===== src/rtl/cpu_bus_pkg.sv =====
// rtl/cpu_bus_pkg.sv - shared bus codes, arbiter state encoding and requester ids
package cpu_bus_pkg;

   // BIU transfer codes carried on sel_biu
   localparam logic [1:0] SEL_RD    = 2'b00;
   localparam logic [1:0] SEL_WR    = 2'b01;
   localparam logic [1:0] SEL_FETCH = 2'b10;
   localparam logic [1:0] SEL_RSVD  = 2'b11;

   // Arbiter FSM encoding
   localparam logic [2:0] ST_IDLE  = 3'd0;
   localparam logic [2:0] ST_ISSUE = 3'd1;
   localparam logic [2:0] ST_WAIT  = 3'd2;
   localparam logic [2:0] ST_DONE  = 3'd3;
   localparam logic [2:0] ST_ABORT = 3'd4;

   // Requester ids
   localparam logic ID_FCU = 1'b0;
   localparam logic ID_EU  = 1'b1;

endpackage


===== src/rtl/rr_arb2.sv =====
// rtl/rr_arb2.sv - combinational two-way picker between fcu and eu
module rr_arb2
   import cpu_bus_pkg::*;
#(
   parameter int FCU_PRIO = 0
) (
   input  logic req_fcu,
   input  logic req_eu,
   input  logic last_gnt,
   output logic gnt_id,
   output logic valid
);

   // Single request wins outright; on contention either fcu wins or the one not served last
   always_comb begin
      valid  = req_fcu | req_eu;
      gnt_id = ID_FCU;
      if (req_fcu && req_eu) begin
         if (FCU_PRIO != 0)
            gnt_id = ID_FCU;
         else
            gnt_id = (last_gnt == ID_FCU) ? ID_EU : ID_FCU;
      end else if (req_eu) begin
         gnt_id = ID_EU;
      end
   end

endmodule


===== src/rtl/bus_arbiter.sv =====
// rtl/bus_arbiter.sv - shares the BIU between fcu and eu with timeout abort
module bus_arbiter
   import cpu_bus_pkg::*;
#(
   parameter int TIMEOUT  = 16,
   parameter int FCU_PRIO = 0,
   parameter int AW       = 16
) (
   input  logic          clk,
   input  logic          reset,
   input  logic          req_fcu,
   input  logic [1:0]    sel_fcu,
   input  logic [AW-1:0] addr_fcu,
   input  logic          req_eu,
   input  logic [1:0]    sel_eu,
   input  logic [AW-1:0] addr_eu,
   input  logic          ready_bus,
   output logic          cs_biu,
   output logic [1:0]    sel_biu,
   output logic [AW-1:0] biu_addr,
   output logic          gnt_fcu,
   output logic          gnt_eu,
   output logic          done_fcu,
   output logic          done_eu,
   output logic          err,
   output logic          timeout_err,
   output logic          busy
);

   localparam int            CW       = $clog2(TIMEOUT);
   localparam logic [CW-1:0] CNT_LAST = CW'(TIMEOUT - 1);

   logic [2:0]    state;
   logic [CW-1:0] cnt;
   logic          last_gnt;
   logic          pick_id;
   logic          pick_valid;

   rr_arb2 #(
      .FCU_PRIO (FCU_PRIO)
   ) u_pick (
      .req_fcu  (req_fcu),
      .req_eu   (req_eu),
      .last_gnt (last_gnt),
      .gnt_id   (pick_id),
      .valid    (pick_valid)
   );

   assign busy = (state != ST_IDLE);

   // Transaction sequencing and the WAIT-cycle timeout counter
   always_ff @(posedge clk or negedge reset) begin
      if (!reset) begin
         state <= ST_IDLE;
         cnt   <= '0;
      end else begin
         case (state)
            ST_IDLE: begin
               if (pick_valid)
                  state <= ST_ISSUE;
            end
            ST_ISSUE: begin
               state <= ST_WAIT;
               cnt   <= '0;
            end
            ST_WAIT: begin
               if (ready_bus) begin
                  state <= ST_DONE;
                  cnt   <= '0;
               end else if (cnt == CNT_LAST) begin
                  state <= ST_ABORT;
                  cnt   <= '0;
               end else begin
                  cnt <= cnt + 1'b1;
               end
            end
            default: begin
               state <= ST_IDLE;
               cnt   <= '0;
            end
         endcase
      end
   end

   // Grant ownership and latched transfer code/address, frozen from grant to exit
   always_ff @(posedge clk or negedge reset) begin
      if (!reset) begin
         gnt_fcu  <= 1'b0;
         gnt_eu   <= 1'b0;
         last_gnt <= ID_EU;
         sel_biu  <= '0;
         biu_addr <= '0;
      end else begin
         if (state == ST_IDLE && pick_valid) begin
            gnt_fcu  <= (pick_id == ID_FCU);
            gnt_eu   <= (pick_id == ID_EU);
            last_gnt <= pick_id;
            sel_biu  <= (pick_id == ID_FCU) ? sel_fcu : sel_eu;
            biu_addr <= (pick_id == ID_FCU) ? addr_fcu : addr_eu;
         end else if (state == ST_DONE || state == ST_ABORT) begin
            gnt_fcu <= 1'b0;
            gnt_eu  <= 1'b0;
         end
      end
   end

   // Chip select, one-cycle done/err pulses and the sticky timeout flag
   always_ff @(posedge clk or negedge reset) begin
      if (!reset) begin
         cs_biu      <= 1'b0;
         done_fcu    <= 1'b0;
         done_eu     <= 1'b0;
         err         <= 1'b0;
         timeout_err <= 1'b0;
      end else begin
         done_fcu <= 1'b0;
         done_eu  <= 1'b0;
         err      <= 1'b0;
         case (state)
            ST_IDLE: cs_biu <= pick_valid;
            ST_WAIT: begin
               if (ready_bus || cnt == CNT_LAST) begin
                  cs_biu   <= 1'b0;
                  done_fcu <= gnt_fcu;
                  done_eu  <= gnt_eu;
                  if (!ready_bus) begin
                     err         <= 1'b1;
                     timeout_err <= 1'b1;
                  end
               end
            end
            ST_ISSUE: cs_biu <= 1'b1;
            default:  cs_biu <= 1'b0;
         endcase
      end
   end

endmodule


===== config.mk =====
export PLATFORM = sky130hd
export DESIGN_NAME = bus_arbiter
export DESIGN_NICKNAME = d
export VERILOG_FILES = /design/src/rtl/cpu_bus_pkg.sv /design/src/rtl/rr_arb2.sv /design/src/rtl/bus_arbiter.sv
export SDC_FILE = /design/constraint.sdc
export NUM_CORES = 1
export LEC_CHECK = 0
export ABC_CLOCK_PERIOD_IN_PS = 2200
export CAP_MARGIN = 30
export CORE_MARGIN = 5
export CORE_UTILIZATION = 42
export CTS_CLUSTER_DIAMETER = 50
export DETAILED_ROUTE_END_ITERATION = 7
export HOLD_SLACK_MARGIN = 0.15
export PLACE_DENSITY = 0.9
export REMOVE_ABC_BUFFERS = 1
export SYNTH_ARGS = -nofsm -noshare
export SYNTH_HDL_FRONTEND = slang
export SYNTH_SLANG_ARGS = --single-unit

===== constraint.sdc =====
create_clock -name clk -period 2.2 [get_ports clk]
set_clock_uncertainty 0.15 [all_clocks]
set_input_delay 0.22 -clock clk [delete_from_list [all_inputs] [get_ports clk]]
set_output_delay 0.22 -clock clk [all_outputs]
set_load 0.05 [all_outputs]

==> impl_metrics.py, run 1 <==
metrics = {
    "pwr": {
        "combPwrFrac_pct": 55.6,
        "pwr-share-clk_pct": 14.4,
        "switching_share_pct": 45.6,
        "pwr-share-seq_pct": 30.0,
        "power_switching_w": 0.00159,
        "p_leak_nw": 1.01,
        "vdd_drop_max_uv": 794,
        "power.density_mw_per_mm2": 1460,
        "p_int_w": 0.00189,
    },
    "place": {
        "dpl.cell_count": 252,
        "dpl_cell_area_mm2": 0.00226,
        "dp_slack_ns": 0.191,
        "port_buffers": 66,
        "gp_congestion": 0.831,
        "place_hpwl_um": 2990,
    },
    "worst_setup_path": {
        "path_cells": "nor3_4, clkinvlp_2, nor3_1, a221o_1",
        "end_kind": "flop",
        "required_ns": 2.27,
        "max_stage_delay_ns": 0.51,
        "path_class": "reg -> reg",
        "r2r-start": "state[0]$_DFFE_PN0P_",
        "start_kind": "flop",
        "setup.worst_path.start": "state[0]$_DFFE_PN0P_",
        "cp_data_arrival_time_ns": 2.20,
        "path_max_fanout": 10,
        "critPathSlowestCell": "dfrtp_1",
    },
    "sta": {
        "slew_headroom_pct": 64.7,
        "fin_crit_sh_pct": 96.7,
        "worst_slew_pin_slew_ns": 0.527,
        "hold_slack_ns": 0.186,
        "rsz0062_at_grt": "true",
        "setup_slack_ns": 0.0725,
        "hold_violations": 0,
        "period_needed_ns": 2.13,
        "max_clock_freq_ghz": 0.470,
        "slew_viol_final": 0,
        "setup_viol": 0,
    },
    "clocking": {
        "clock_latency_ns": 0.28,
        "tritoncts": "built",
        "h-tree-depth": 2,
        "clock_sinks": 33,
        "cts_made_buffers": 5,
        "clockBufferDepth": 2,
        "path_clk_slew_ns": 0.07,
        "root_buffer": "clkbuf_8",
        "cts_hold_buf": 0,
    },
    "cells_and_area": {
        "final_util_pct": 64.3,
        "fin_nets": 256,
        "fin_area_mm2": 0.00239,
        "syn2layout_area_growth_pct": 47.2,
        "fin_cells": 263,
        "antennaDiodeCount": 0,
        "drive_above_1_share_pct": 12.6,
    },
    "drt": {
        "drt_iter0_drc": 98,
        "drc": 0,
        "via_per_inst": 5.42,
        "wl_per_cell_um": 16.5,
        "ant_nets": 0,
        "first_pass_iters": 4,
        "wirelength_um": 4350,
        "vias": 1426,
    },
    "floorplanning": {
        "dieArea_mm2": 0.00521,
        "die_width_um": 72.2,
        "io_pins": 67,
        "start_util_pct": 43.7,
        "num_rows": 22,
        "die_h_um": 72.2,
        "core-area_mm2": 0.00372,
    },
    "yosys": {
        "synthTopCellsByArea": "dfrtp_1 49%, a221o_1 9.3%, nor3_1 6.8%",
        "yosysTopAreaCell": "dfrtp_1",
        "seq_area_frac_synth_pct": 51.0,
        "synth_area_mm2": 0.00162,
        "yosys_warnings": 0,
        "netlist_instances": 148,
        "syn_avg_cell_area_um2": 11.0,
        "synth_top_area_share_pct": 49.3,
        "ys_ff_latch": 33,
        "ys_types": 35,
    },
    "grt": {
        "grt_util_all_layers_pct": 16.6,
        "grt_max_degree": 34,
        "grt_pass1_vias": 1370,
        "overflow": 0,
        "antenna_found_initial": 0,
        "grt_pass1_wl_um": 6680,
    },
    "status": {
        "status": "completed",
    },
    "flow_run": {
        "maxCapViolCount": 0,
    },
    "worst_hold_path": {
        "worstHoldPathType": "in -> async",
    },
}
placed cells by master, fill, tap and decap left out, types with 3 or more instances in the layout:
cell type        count
clkbuf_8             7
nor2b_1              4
buf_4                5
clkdlybuf4s50_1     65
o21ai_0              3
nand2_1             22
a221o_2              3
a221o_1             15
nor3_1              22
dfrtp_1             32
a21oi_1              3
worst max-delay path: cells and delay by family, from the launching register on:
kind                   cells  cell delay (ns)
AND/OR/NAND/NOR            2             0.75
flip-flops                 1             0.51
buffers and inverters      1             0.51
AO/OA/AOI/OAI              1             0.14
sequential cells by signal, indices dropped and copies added, names as in the netlist:
signal and cells:
done_eu 1, gnt_fcu 1, cnt 4, sel_biu 2
gnt_eu 1, biu_addr 16, done_fcu 1, timeout_err 1
cs_biu 1, err 1, last_gnt 1, state 3
final cells by class:
type / count / area, um^2
Inverter: 2 / 11.3
Tap cell: 48 / 60.1
Multi-Input combinational cell: 100 / 676
Clock buffer: 7 / 96.3
Timing Repair Buffer: 71 / 708
Clock inverter: 1 / 5.00
Fill cell: 295 / 1330
Sequential cell: 33 / 827
Timing Repair inverter: 1 / 5.00
kinds of logic after synthesis:
| group | count (synthesis) | share of synthesized area (%) |
|---|---|---|
| simple gates | 65 | 22.3 |
| compound gates | 34 | 18.5 |
| flops | 33 | 51.0 |
| buf+inv | 15 | 7.48 |
| fa+ha+maj | 1 | 0.771 |
stage by stage:
step | total power, W | setup TNS, ns
6_report | 0.00348 | 0
5_1_grt | 0.00365 | -0.331
4_1_cts | 0.00344 | 0
3_5_place_dp | 0.00294 | 0
3_3_place_gp | 0.00290 | 0
2_1_floorplan | 0.00225 | 0
synth_stat cells (all sizes together):
master	instances
nor3b	2
dfstp	1
a22o	1
o21ai	4
inv	2
nor3	23
a21o	3
nor4	1
a22oi	2
nand3	2
buf	11
nand2b	1
dfrtp	32
nand2	22
or2	2
clkbuf	2
ha	1
a31oi	1
and2	2
and4	2
nor2b	4
nor4b	1
a221o	18
and4b	1
o211ai	1
a21oi	3
nand3b	1
and3	1
o31a	1
repair_timing:
action                                  4_1_cts  5_1_grt
buffers inserted                              0        2
endpoints found under the setup margin        0        1
gates resized for setup                       0        2
per-layer routing:
metal / track usage (%) / part of all wire [%] / vias to the layer above
li1: - / - / 687
met1: 21.2 / 43 / 684
met2: 26.3 / 51 / 53
met3: 5.40 / 6.3 / 2
met4: 5.85 / 0.39 / 0
met5: 0 / 0 / -
power groups by stage:
stage	sequential [W]	combinational, W	clock [W]
finish	0.00104	0.00194	0.000502
global route	0.00108	0.00204	0.000533
CTS	0.00104	0.00189	0.000509
detailed placement	0.00105	0.00189	0
global placement	0.00104	0.00186	0
floorplan	0.00167	0.000585	0
worst paths after layout:
kind	cells after the start	slack (ns)	to
setup / recovery	4	0.07	biu_addr[13]$_DFFE_PN0P_
hold / removal	2	0.19	done_fcu$_DFF_PN0_
setup reg to reg	4	0.07	biu_addr[13]$_DFFE_PN0P_
hold reg to reg	1	0.32	timeout_err$_DFFE_PN0P_
max in group asynchronous	2	1.39	last_gnt$_DFFE_PN1P_
min in group clk	1	0.32	timeout_err$_DFFE_PN0P_
Note: power is estimated with default switching activity, not from simulation.
==> run 2, diff against run 1 <==
- CORE_MARGIN: 5 -> default
==> run 2 against run 1 <==
  * Wire length shrank 6.6%
  * Hold slack worse by 0.017 ns
  * Clock power increased by 1%
  * Via count up 5.0%
  * Non-clock buffer count rose by 3
  * Critical path depth fell by 1
  * Total power is essentially flat
  * Sequential cell count is the same
  * Fmax grew 0.40%
  * Largest cell class unchanged
==> impl_metrics.py, run 2 (synthesis gave the netlist of run 1 again) <==
metrics = {
    "status": {
        "status": "completed",
    },
    "drt": {
        "via_per_inst": 5.65,
        "ant_nets": 0,
        "drt_iter0_drc": 89,
        "wirelength_um": 4060,
        "wl_per_cell_um": 15.3,
        "first_pass_iters": 4,
        "vias": 1498,
        "drc": 0,
    },
    "clocking": {
        "clock_sinks": 33,
        "cts_made_buffers": 5,
        "root_buffer": "clkbuf_8",
        "tritoncts": "built",
        "cts-resized-gates": 0,
        "cts_hold_buf": 0,
        "cts_setup_buffers": 0,
        "h-tree-depth": 2,
        "clockBufferDepth": 2,
        "path_clk_slew_ns": 0.07,
        "clock_latency_ns": 0.29,
    },
    "pwr": {
        "vdd_drop_max_uv": 718,
        "power.density_mw_per_mm2": 1450,
        "p_leak_nw": 1.03,
    },
    "place": {
        "gp_congestion": 0.769,
        "dp_slack_ns": 0.261,
        "port_buffers": 66,
        "place_hpwl_um": 2850,
    },
    "grt": {
        "overflow": 0,
        "grt_util_all_layers_pct": 21.1,
        "antenna_found_initial": 0,
        "grt_max_degree": 34,
        "grt_pass1_vias": 1497,
        "grt_pass1_wl_um": 6580,
    },
    "cells_and_area": {
        "final_common_cell": "clkdlybuf4s50_1",
        "top_regs": "biu_addr: 16 flops, cnt: 4 flops, state: 3 flops",
        "antennaDiodeCount": 0,
        "final_cell_mix": "65 x clkdlybuf4s50_1, 32 x dfrtp_1, 22 x nand2_1, 22 x nor3_1, 15 x a221o_1",
        "drive_above_1_share_pct": 12.4,
        "regMostFlops": "biu_addr",
        "fin_nets": 258,
        "largest_reg_flops": 16,
        "syn2layout_area_growth_pct": 48.0,
    },
    "floorplanning": {
        "die_width_um": 64.2,
        "start_util_pct": 44.0,
        "dieArea_mm2": 0.00412,
        "core-area_mm2": 0.00369,
        "die_h_um": 64.2,
        "num_rows": 22,
        "io_pins": 67,
    },
    "sta": {
        "setup_slack_ns": 0.0810,
        "fin_crit_sh_pct": 96.3,
        "period_needed_ns": 2.12,
        "slew_headroom_pct": 56.0,
        "slew_viol_final": 0,
        "worst_slew_pin_slew_ns": 0.660,
        "hold_violations": 0,
        "rsz0062_at_grt": "false",
        "max_clock_freq_ghz": 0.472,
        "setup_viol": 0,
        "hold_slack_ns": 0.169,
        "tns_ns": 0,
    },
    "worst_setup_path": {
        "cp_data_arrival_time_ns": 1.75,
        "r2r-end": "biu_addr[8]$_DFFE_PN0P_",
        "end_kind": "primary output",
        "r2r_setup_slack_ns": 0.33,
        "start_kind": "flop",
        "path_class": "reg -> out",
        "required_ns": 1.83,
        "reg2regPathDepth": 4,
        "r2r-start": "state[1]$_DFFE_PN0P_",
        "path_max_fanout": 20,
    },
    "flow_run": {
        "maxCapViolCount": 0,
    },
    "worst_hold_path": {
        "worstHoldPathType": "in -> async",
    },
}
## run 2: worst max-delay path, stage by stage (launching register included)
cell and delay [ns]:
dfrtp_1 0.41, nor3_4 0.37, inv_1 0.40, buf_12 0.27
## run 2: layout make-up
cell class / instances / area, um^2
clock buffers: 7 / 96.3
fillers: 313 / 1290
repair buffers: 74 / 731
well taps: 48 / 60.1
flip-flops and latches: 33 / 827
inverters: 2 / 7.51
multi-input cells: 100 / 674
clock inverters: 1 / 5.00
## run 2: where the power goes
part	total, W	internal (W)	switching, W
clock	0.000508	0.000283	0.000226
combinational	0.00198	0.000773	0.00121
sequential	0.000996	0.000847	0.000149
## run 2: worst max-delay path by stage
stage               slack, ns  depth (start not counted)                        to                 start
floorplan                0.27                          4  biu_addr[15]$_DFFE_PN0P_  state[0]$_DFFE_PN0P_
global placement         0.33                          5   biu_addr[4]$_DFFE_PN0P_                req_eu
detailed placement       0.26                          5   biu_addr[3]$_DFFE_PN0P_                req_eu
CTS                      0.09                          3                      busy  state[1]$_DFFE_PN0P_
global route            0.001                          3                      busy  state[1]$_DFFE_PN0P_
finish                   0.08                          3                      busy  state[1]$_DFFE_PN0P_
## run 2: metrics by stage
step / power, W / cells / util [%] / instance area (um^2)
2_1_floorplan: 0.00225 / 135 / - / 1510
3_3_place_gp: 0.00294 / 257 / 62.3 / 2300
3_5_place_dp: 0.00299 / 257 / 62.3 / 2300
4_1_cts: 0.00350 / 265 / 65.1 / 2400
5_1_grt: 0.00365 / 265 / 65.1 / 2400
6_report: 0.00349 / 265 / 65.1 / 2400
## run 2: per-layer routing
metal / up-vias / wire [um] / GRT usage [%]
met1: 729 / 1620 / 24.4
met2: 65 / 2020 / 34.8
li1: 687 / - / -
met5: - / 0 / 0
met3: 17 / 232 / 4.46
met4: 0 / 187 / 14.7
==> run 3, diff against run 2 <==
- ABC_AREA: default -> 1
==> run 3 against run 2 <==
  * Global-route usage hardly changed
  * Non-clock buffer count is 5 lower
  * Sequential share of layout area hardly changed
  * Fmax is 3.6% higher
  * Critical path type unchanged
  * Worst setup slack better by 0.073 ns
  * Hold slack better by 0.0094 ns
  * Utilization hardly changed
  * Sequential power is 2% lower
  * Wire length is 6.4% lower
  * Clock power is 15% lower
  * Synthesized cell count is 48% higher
  * First-iteration DRC count is 40% higher
==> impl_metrics.py, run 3 <==
metrics = {
    "floorplanning": {
        "core-area_mm2": 0.00369,
        "dieArea_mm2": 0.00412,
        "start_util_pct": 44.0,
        "die_h_um": 64.2,
        "io_pins": 67,
        "num_rows": 22,
        "die_width_um": 64.2,
    },
    "drt": {
        "drt_iter0_drc": 125,
        "via_per_inst": 4.73,
        "wirelength_um": 3800,
        "wl_per_cell_um": 11.3,
        "ant_nets": 0,
        "drc": 0,
        "vias": 1589,
        "first_pass_iters": 4,
    },
    "worst_setup_path": {
        "r2r-end": "sel_biu[0]$_DFFE_PN0P_",
        "path_max_fanout": 6,
        "start_kind": "flop",
        "max_stage_delay_ns": 0.71,
        "critPathSlowestCell": "clkdlybuf4s50_1",
        "r2r_setup_slack_ns": 0.60,
        "reg2regPathDepth": 6,
        "path_class": "reg -> out",
        "setup.worst_path.start": "state[1]$_DFFE_PN0P_",
        "cp_data_arrival_time_ns": 1.68,
        "required_ns": 1.83,
        "r2r-start": "last_gnt$_DFFE_PN1P_",
        "end_kind": "primary output",
        "path_cells": "nor2_2, nand2_4, clkdlybuf4s50_1",
    },
    "place": {
        "place_hpwl_um": 2750,
        "gp_congestion": 0.790,
        "dpl.cell_count": 328,
        "dp_slack_ns": 0.386,
        "port_buffers": 66,
    },
    "cells_and_area": {
        "drive_above_1_share_pct": 5.56,
        "fin_nets": 329,
        "final_common_cell": "nand2_1",
        "antennaDiodeCount": 0,
        "top_regs": "biu_addr: 16 flops, cnt: 4 flops, state: 3 flops",
        "fillers": 341,
        "fin_cells": 336,
        "largest_reg_flops": 16,
        "regMostFlops": "biu_addr",
        "syn2layout_area_growth_pct": 47.9,
        "final_cell_mix": "117 x nand2_1, 66 x clkdlybuf4s50_1, 32 x dfrtp_1, 26 x nand3_1",
    },
    "grt": {
        "grt_max_degree": 34,
        "grt_pass1_vias": 1543,
        "overflow": 0,
        "grt_pass1_wl_um": 6600,
        "grt_util_all_layers_pct": 21.1,
        "antenna_found_initial": 0,
    },
    "clocking": {
        "root_buffer": "clkbuf_8",
        "clock_sinks": 33,
        "clockBufferDepth": 2,
        "cts-resized-gates": 0,
        "cts_setup_buffers": 0,
        "cts_made_buffers": 5,
        "tritoncts": "built",
        "cts_hold_buf": 0,
        "path_clk_slew_ns": 0.07,
        "h-tree-depth": 2,
        "clock_latency_ns": 0.28,
    },
    "sta": {
        "hold_violations": 0,
        "slew_headroom_pct": 65.7,
        "worst_slew_pin_slew_ns": 0.513,
        "rsz0062_at_grt": "false",
        "fin_crit_sh_pct": 93.0,
        "slew_viol_final": 0,
        "tns_ns": 0,
        "setup_slack_ns": 0.154,
        "period_needed_ns": 2.05,
        "max_clock_freq_ghz": 0.489,
        "setup_viol": 0,
    },
    "pwr": {
        "total_power_w": 0.00327,
        "p_leak_nw": 1.23,
        "power.density_mw_per_mm2": 1360,
        "vdd_drop_max_uv": 836,
    },
    "status": {
        "status": "completed",
    },
    "yosys": {
        "seq_area_frac_synth_pct": 51.0,
        "yosysTopAreaCell": "dfrtp_1",
        "ys_types": 18,
        "synthTopCellsByArea": "dfrtp_1 49%, nand2_1 27%, nand3_1 8.0%",
        "async_flop_share_pct": 100,
        "yosys_warnings": 0,
        "syn_avg_cell_area_um2": 7.41,
        "ys.flop_type": "dfrtp_1",
        "ys_top_cells_by_count": "117 x nand2_1, 32 x dfrtp_1, 26 x nand3_1",
        "synth_top_area_share_pct": 49.3,
        "ys_ff_latch": 33,
        "synth_edf_count": 0,
        "netlist_instances": 219,
        "yosysMostFrequentCell": "nand2_1",
        "synth_area_mm2": 0.00162,
    },
    "flow_run": {
        "maxCapViolCount": 0,
    },
    "worst_hold_path": {
        "worstHoldPathType": "in -> async",
    },
}
-- run 3: changes by cell type after synthesis, moves of 3 or more --
cell | previous run | this run
nand2_1 | 22 | 117
nand3_1 | 2 | 26
nor3_1 | 22 | 0
a221o_1 | 15 | 0
nor2_1 | 0 | 11
inv_1 | 2 | 11
buf_2 | 1 | 7
buf_6 | 7 | 1
nor2b_1 | 4 | 0
a21oi_1 | 3 | 0
a221o_2 | 3 | 0
buf_4 | 3 | 0
-- run 3: worst max-delay path: cells and delay by family, from the launching register on --
family,cells,cell delay (ns)
DFF,1,0.41
and+or+nand+nor,2,0.28
buffers and inverters,1,0.71
-- run 3: metal layers --
layer | track usage, % | wire length (um) | vias to the layer above
met3 | 5.54 | 229 | 9
li1 | - | - | 814
met4 | 11.1 | 82 | 0
met5 | 0 | 0 | -
met2 | 37.1 | 1960 | 52
met1 | 23.3 | 1530 | 714
-- run 3: how the worst max path moves through the flow --
stage                                          end  slack [ns]
after floorplan            biu_addr[0]$_DFFE_PN0P_        0.66
after global placement      sel_biu[0]$_DFFE_PN0P_        0.43
after detailed placement  biu_addr[12]$_DFFE_PN0P_        0.39
after CTS                                     busy        0.14
after global routing                          busy        0.09
final                                         busy        0.15
-- run 3: power breakdown --
group | internal [W] | switching (W)
Clock | 0.000224 | 0.000207
Combinational | 0.000601 | 0.00126
Sequential | 0.000845 | 0.000136
Total | 0.00167 | 0.00160
-- run 3: per-stage QoR --
stage                     utilization [%]  cell area (um^2)  hold WS (ns)
after global routing                 65.1              2400         0.223
after global placement               62.9              2320         0.298
final                                65.1              2400         0.178
after CTS                            65.1              2400         0.193
after floorplan                         -              1580        -0.226
after detailed placement             62.9              2320         0.309
-- run 3: kinds of logic after synthesis --
logic type | after synthesis | synth area share (%)
flip-flops | 33 | 51.0
AO/OA/AOI/OAI | 5 | 1.77
buffers and inverters | 21 | 6.32
adder cells (fa/ha/maj) | 1 | 0.771
AND/OR/NAND/NOR | 159 | 40.2
-- run 3: final cells by class --
type	instances	area (um^2)	share of cell area (%)
inverters	13	56.3	2.35
clock buffers	8	80.1	3.34
repair buffers	69	683	28.5
well taps	48	60.1	2.50
multi-input cells	165	693	28.9
flip-flops and latches	33	827	34.5
